$ cat src/rtl/key_scan_4x4.sv
// 4x4 matrix keypad scanner. It drives one active-low row at a time and
// samples the active-low columns at the end of each row dwell. The full
// 16-key map is debounced over whole scan frames, and a one-cycle key event
// is emitted for each clean single-key press.
module key_scan_4x4 #(
  parameter int unsigned SCAN_CYCLES = 999,
  parameter int unsigned DEB_FRAMES  = 250
) (
  input  logic        clk,
  input  logic        rst,
  input  logic [3:0]  col,
  output logic [3:0]  row,
  output logic        key_valid,
  output logic [3:0]  key_code,
  output logic        key_held,
  output logic [15:0] key_map
);

  localparam int unsigned CW = $clog2(SCAN_CYCLES + 1);
  localparam int unsigned DW = $clog2(DEB_FRAMES);

  typedef enum logic [1:0] {
    S_IDLE,
    S_PRESS,
    S_LOCK
  } state_t;

  logic [3:0]    r_col_s1;
  logic [3:0]    r_col_s2;
  logic [CW-1:0] r_cnt;
  logic [1:0]    r_row_idx;
  logic [3:0]    r_row;
  logic [15:0]   r_frame;
  logic [15:0]   r_prev;
  logic [DW-1:0] r_deb;
  logic [15:0]   r_key_map;
  logic [3:0]    r_key_code;
  logic          r_key_valid;
  logic          r_key_held;
  state_t        r_state;

  logic          w_tick;
  logic          w_frame_end;
  logic [15:0]   w_frame;
  logic [DW-1:0] w_deb_nxt;
  state_t        w_state_nxt;
  logic          w_valid_nxt;
  logic          w_held_nxt;
  logic          w_load_code;
  logic          w_onehot;
  logic [3:0]    w_idx;

  assign w_tick      = (r_cnt == CW'(SCAN_CYCLES));
  assign w_frame_end = w_tick && (r_row_idx == 2'd3);

  // Frame with the current row's sample merged in, plus the next debounce count.
  always_comb begin
    w_frame = r_frame;
    w_frame[{r_row_idx, 2'b00} +: 4] = ~r_col_s2;
    if (w_frame == r_prev) begin
      w_deb_nxt = (r_deb == DW'(DEB_FRAMES - 1)) ? r_deb : r_deb + DW'(1);
    end else begin
      w_deb_nxt = '0;
    end
  end

  // Column synchronizer, row scan, frame assembly and debounce.
  always_ff @(posedge clk) begin
    if (rst) begin
      r_col_s1  <= '1;
      r_col_s2  <= '1;
      r_cnt     <= '0;
      r_row_idx <= '0;
      r_row     <= 4'b1110;
      r_frame   <= '0;
      r_prev    <= '0;
      r_deb     <= '0;
      r_key_map <= '0;
    end else begin
      r_col_s1 <= col;
      r_col_s2 <= r_col_s1;
      r_cnt    <= w_tick ? '0 : r_cnt + CW'(1);
      if (w_tick) begin
        r_frame   <= w_frame;
        r_row     <= {r_row[2:0], r_row[3]};
        r_row_idx <= r_row_idx + 2'd1;
      end
      if (w_frame_end) begin
        r_prev <= w_frame;
        r_deb  <= w_deb_nxt;
        if (w_deb_nxt == DW'(DEB_FRAMES - 1)) begin
          r_key_map <= w_frame;
        end
      end
    end
  end

  // One-hot test and index of the set bit in the debounced map.
  always_comb begin
    w_onehot = (r_key_map != '0) && ((r_key_map & (r_key_map - 16'd1)) == '0);
    w_idx    = '0;
    for (int unsigned i = 0; i < 16; i++) begin
      if (r_key_map[i]) begin
        w_idx = 4'(i);
      end
    end
  end

  // Key event FSM: next state and registered-output next values.
  always_comb begin
    w_state_nxt = r_state;
    w_valid_nxt = 1'b0;
    w_held_nxt  = r_key_held;
    w_load_code = 1'b0;
    case (r_state)
      S_IDLE: begin
        if (w_onehot) begin
          w_load_code = 1'b1;
          w_valid_nxt = 1'b1;
          w_held_nxt  = 1'b1;
          w_state_nxt = S_PRESS;
        end else if (r_key_map != '0) begin
          w_state_nxt = S_LOCK;
        end
      end
      S_PRESS: begin
        if (r_key_map == '0) begin
          w_held_nxt  = 1'b0;
          w_state_nxt = S_IDLE;
        end else if (r_key_map != (16'd1 << r_key_code)) begin
          w_held_nxt  = 1'b0;
          w_state_nxt = S_LOCK;
        end
      end
      S_LOCK: begin
        if (r_key_map == '0) begin
          w_state_nxt = S_IDLE;
        end
      end
      default: begin
        w_state_nxt = S_IDLE;
      end
    endcase
  end

  // FSM state and event output registers.
  always_ff @(posedge clk) begin
    if (rst) begin
      r_state     <= S_IDLE;
      r_key_valid <= 1'b0;
      r_key_held  <= 1'b0;
      r_key_code  <= '0;
    end else begin
      r_state     <= w_state_nxt;
      r_key_valid <= w_valid_nxt;
      r_key_held  <= w_held_nxt;
      if (w_load_code) begin
        r_key_code <= w_idx;
      end
    end
  end

  assign row       = r_row;
  assign key_valid = r_key_valid;
  assign key_code  = r_key_code;
  assign key_held  = r_key_held;
  assign key_map   = r_key_map;

endmodule

$ cat config.mk
export PLATFORM = sky130hd
export DESIGN_NAME = key_scan_4x4
export DESIGN_NICKNAME = d
export VERILOG_FILES = /design/src/rtl/key_scan_4x4.sv
export SDC_FILE = /design/constraint.sdc
export NUM_CORES = 1
export LEC_CHECK = 0
export BUFFER_PORTS_ARGS = -buffer_cell sky130_fd_sc_hd__buf_2
export CAP_MARGIN = 15
export CORE_AREA = 2 2 124 78
export CTS_CLUSTER_SIZE = 16
export DETAILED_ROUTE_END_ITERATION = 6
export DIE_AREA = 0 0 126 80
export PLACE_DENSITY_LB_ADDON = 0.3
export SLEW_MARGIN = 40
export SYNTH_ARGS = -nofsm -noshare
export SYNTH_HDL_FRONTEND = slang
export SYNTH_SLANG_ARGS = --single-unit
$ cat constraint.sdc
create_clock -name clk -period 2.89 [get_ports clk]
set_input_delay 0.578 -clock clk [delete_from_list [all_inputs] [get_ports clk]]
set_output_delay 0.578 -clock clk [all_outputs]
set_load 0.01 [all_outputs]
After elaboration in Yosys (flattened, before gate mapping) --
Cells that the tools add are included.
Word-level totals: bits in registers 88, logic and storage cells 76, bits of input ports 6
Cells by class: multiplexer cells 30, bitwise logic cells 2, shifts and indexed selects 3, reductions and logical operators 11, eq/ne operators 12, add/sub/neg operators 5
Operators by type and width (number):
- 4-bit two-way mux | 14
- 16-bit zero test | 2
- 16-bit AND | 1
- 16-bit bitwise mux | 1
- 16-bit equality test | 1
- 8-bit equality test (second input constant) | 2
- 8-bit two-way mux | 2
- 16-bit inequality test | 1
- 16-bit nonzero test | 1
- 4-bit by 6-bit variable shift with 16-bit output (first input constant) | 1
- 4-bit by 6-bit indexed part select with 16-bit output | 1
- 1-bit by 4-bit << shifter with 16-bit output (first input constant) | 1
- 16-bit by 1-bit subtractor with 16-bit output (second input constant) | 1
- 10-bit by 1-bit adder with 10-bit output (second input constant) | 1
- 10-bit equality test (second input constant) | 1
- 2-bit two-way mux | 5
- 8-bit by 1-bit adder with 8-bit output (second input constant) | 1
- 1-bit two-way mux | 6
- 3-bit inequality test (second input constant) | 2
- 4-bit negator with 6-bit output | 1
- 2-bit one-hot mux with 3 select lines | 1
- 3-bit AND reduction | 2
- 2-bit equality test (second input constant) | 2
- 2-bit inequality test (second input constant) | 2
- 9 further kinds | 10

Longest topological paths before layout --
word-level depth 15, mapped depth 13

Worst setup path before layout --
No wires, ideal clock.
path type register to register, from register r_row_idx[0], to register r_key_map[7] (netlist: key_map[7]), path buffers 4, library setup time 91 ps, required time 2799 ps, slack -152 ps, cell stages (with the launch flop) 14, data arrival time 2951 ps, cells stage by stage dfxtp_1 buf_4 buf_4 inv_1 ha_1 buf_2 nor4b_1 mux2i_1 a21oi_1 o2111ai_1 nor4_4 buf_6 a21oi_1 a311oi_1
Between the ends: longest elaborated chain between the ends 7, elaborated cells on any way between the ends 10
Ends and longest elaborated chain:
- from (decl) | RTL line 31 | logic [1:0] r_row_idx;
- from (signal assigned) | RTL line 86 | r_row_idx <= r_row_idx + 2'd1;
- 4-bit negator with 6-bit output | RTL line 59 | w_frame[{r_row_idx, 2'b00} +: 4] = ~r_col_s2;
- 4-bit by 6-bit indexed part select with 16-bit output or 4-bit by 6-bit variable shift with 16-bit output (tied branches) | RTL line 59
- 16-bit bitwise mux | RTL line 59
- 16-bit equality test | RTL line 60 | if (w_frame == r_prev) begin
- 8-bit two-way mux | RTL line 60
- 8-bit equality test | RTL line 91 | if (w_deb_nxt == DW'(DEB_FRAMES - 1)) begin
- 2-bit AND reduction (no source line)
- to (signal assigned) | RTL line 92 | r_key_map <= w_frame;
- to (decl) | RTL line 36 | logic [15:0] r_key_map;
Several ways; a longest one is shown, not always the timed one. A chain may end at the register's enable or synchronous reset.

Final worst setup path --
from register r_row_idx[0], to register r_key_map[6] (netlist: key_map[6])
Same word-level chain as after synthesis.

==> results.md <==
* Status: finished, violations left
* Failing checks: negative setup slack
* Nets at 654
* Library cells used by synthesis at 63
* Worst-path maximum fanout at 10
* # IOs at 32
* Share of cells above drive strength 1 at 0.2469
* 1st-iter DRT viols at 662
* Initial antenna violation count at 0
* Power, Total at roughly 0.0026 W
* CTS tree: done
* Crit path DAT at 3.20 ns
* Remaining global-route overflow at 0
* Kind of start point of the critical path: register
* WL per Instance at 19.10 um
* CP Capture Type: register
* Num CTS Buffers at 9
* Chip height at 80 um
* EDFF count, synth at 0
* Core area at roughly 0.0089 mm2
* Die extent in x at between 100 and 150 um
* Top cell family by delay on the critical path: compound AO/OA/AOI/OAI gates
* TritonCTS Sinks at 88
* DRC at 0
* Fin cells at 760
* # setup viols final at 4
* Mapped Avg Cell Area at between 8 and 9 um2
* Maximum clock frequency at around 0.34 GHz
* Antenna fix cells at 0
* Post-CTS Hold Fix Bufs at 0
* Final wirelength at approximately 15000 um
* FP Rows at 27
* RD Place Congestion at 0.9655
* GRT Overall Usage at 0.2875
* RSZ-0062 raised after global routing: yes
* Post-synth ARST share at 0
* Largest net degree at the start of global routing at 42
* Worst clock skew at 0.007454 ns
* Clock root cell: clkbuf_16
* Multiplexer share of the synthesized area at 0.02322
* Die area at 0.01008 mm2
* Final Hold Vio Count at 0
* Post-DP HPWL at 9407 um
* Post-synthesis sequential area ratio at 0.3673
* Cells after DPL at 737
* Worst-Skew Late Latency at 0.35 ns
* Slew margin rel. at 0.4655
* DRT antenna net count at 0
* Worst path cell trace: inv_4, ha_4, clkbuf_2, or4bb_1, a221oi_2, o2111ai_2, nor4_4, buf_4, a21oi_1, a311oi_1
* Clk buf depth at 2
* Post-Synth XOR/XNOR Area at 0.03287
* Leak pwr at 2.209 nW
* First-pass GRT wire length at 22820 um
* Register area at between 0.0015 and 0.002 mm2
* Crit share post-route at 1.022
* Slew Viols, Final at 0
* WP data required at ~3.1 ns
* CP max stage delay at 0.47 ns
* WS Path Type: reg2reg
* # H-tree levels at 3
* Vias per cell at 6.329
* Commonest cells after routing, fill and taps aside: dfxtp_1 (86), nor2_1 (73), buf_4 (51)
* Syn nets at a little over 600
* Largest family of logic cells by synthesized area: simple AND/OR/NAND/NOR gates
* P&R area growth vs syn at 23.92%
* Simple-gate share of the synthesized area at 0.2687
* Routed vias at 4810
* Synth Area in Compound Gates at 0.2225
* Clock Pin Slew Worst Setup and Hold Paths at ~0.070 ns
* Bufs and invs on worst path at 3
* Vias in the first global route at 4321
* Worst-Margin Slew at 0.8017 ns
* Max-cap check violation count at 0
* Power per cell area at between 400 and 500 mW/mm2
* Most common cell after layout, fill and taps aside: dfxtp_1
* Seq cells post-synth at 88
* Starting density of the core at 0.5377
* Synth Instances at 590
* Initial DRT Pass Iterations at 5
* Worst setup margin at -0.06267 ns
* Area of the multi-input gates at 0.003007 mm2
* Slowest stage cell, crit path: or4bb_1
* Port buffer count at 31
* Synth warn at 0
* Worst Hold Class: reg2reg
* Post-Syn Area at around 0.0048 mm2
* Layout fillers at about 730
* Fin crit period at 2.953 ns
* Adder-Cell Fraction of Synth Area at 0.02713
* Synth Flop Type: dfxtp_1
* Maximum vdd drop at 0.3831 mV
==> cell type report <==
class                           count  area share
Clock buffer                       10     0.04021
Inverter                           17     0.01158
Sequential cell                    88      0.2968
Timing Repair Buffer               88      0.1074
Clock inverter                      5     0.01368
Multi-Input combinational cell    436      0.5059
Tap cell                          116     0.02442
==> final timing paths <==
kind / from / endpoint / slack, ns / cells after the start
max: r_row_idx[0] / key_map[6] / -0.06 / 10
min reg2reg: r_col_s1[0] / r_col_s2[0] / 0.41 / 1
max reg2reg: r_row_idx[0] / key_map[6] / -0.06 / 10
min: r_col_s1[0] / r_col_s2[0] / 0.41 / 1
==> power breakdown <==
group          internal, W  switching [W]
Clock             0.000776       0.000489
Sequential         0.00122      0.0000117
Combinational    0.0000243      0.0000397
Total              0.00202       0.000540
==> metal layers <==
metal | global-route usage | wire length (um) | vias up
met4 | 0.08462 | 254 | 0
met3 | 0.08646 | 1420 | 30
met1 | 0.4174 | 6754 | 2292
li1 | - | - | 2246
met2 | 0.4070 | 6087 | 242
met5 | 0 | 0 | -
==> per-stage QoR <==
step	TNS, ns	cell area (um2)	utilization	hold slack, ns	setup WS (ns)
2_1_floorplan	0	4838	-	0.3895	0.01617
6_report	-0.1127	5943	0.6664	0.4075	-0.06267
4_1_cts	0	5769	0.6469	0.4089	0.0007661
3_3_place_gp	0	5314	0.5958	0.3935	0.06169
5_1_grt	-1.566	5943	0.6664	0.4104	-0.1686
3_5_place_dp	-0.1694	5314	0.5958	0.3949	-0.05053
==> cell usage after synthesis (all sizes together) (6+ instances only) <==
master,number,area (um2)
or2,11,68.82
nand2b,6,37.54
buf,12,76.32
o21ai,24,120.1
mux2i,10,100.1
xnor2,9,78.83
inv,17,63.81
nand4,6,37.54
a311oi,16,140.1
ha,8,100.1
nand3,15,75.07
nand2,31,116.4
nor2b,23,143.9
nor4b,7,73.82
a21oi,43,215.2
a211oi,35,262.8
dfxtp,88,1762
nor4,8,71.32
nor3,18,90.09
clkbuf,37,138.9
xor2,9,78.83
nor2,73,274.0
==> cell families (layout without fill, tap and decap cells) <==
| group | after synthesis | count (layout) |
|---|---|---|
| adder cells (fa/ha/maj) | 11 | 11 |
| multiplexers | 11 | 11 |
| AND/OR/NAND/NOR | 236 | 236 |
| buffers and inverters | 66 | 120 |
| XOR/XNOR | 18 | 18 |
| flip-flops | 88 | 88 |
| AO/OA/AOI/OAI | 160 | 160 |
==> registers in the layout (all words and copies together) (netlist names) <==
| register | count |
|---|---|
| key_code | 4 |
| key_held | 1 |
| key_map | 16 |
| key_valid | 1 |
| r_cnt | 10 |
| r_col_s1 | 4 |
| r_col_s2 | 4 |
| r_deb | 8 |
| r_frame | 16 |
| r_prev | 16 |
| r_row_idx | 2 |
| r_state | 2 |
| row | 4 |
==> repair_timing <==
| item | 4_1_cts | 5_1_grt |
|---|---|---|
| gates cloned | 2 | 0 |
| setup buffers | 2 | 5 |
| gates resized for setup | 13 | 39 |
| endpoints found under the setup margin | 16 | 30 |
| pin swaps | 7 | 20 |
Note: power is estimated with default switching activity, not from simulation.
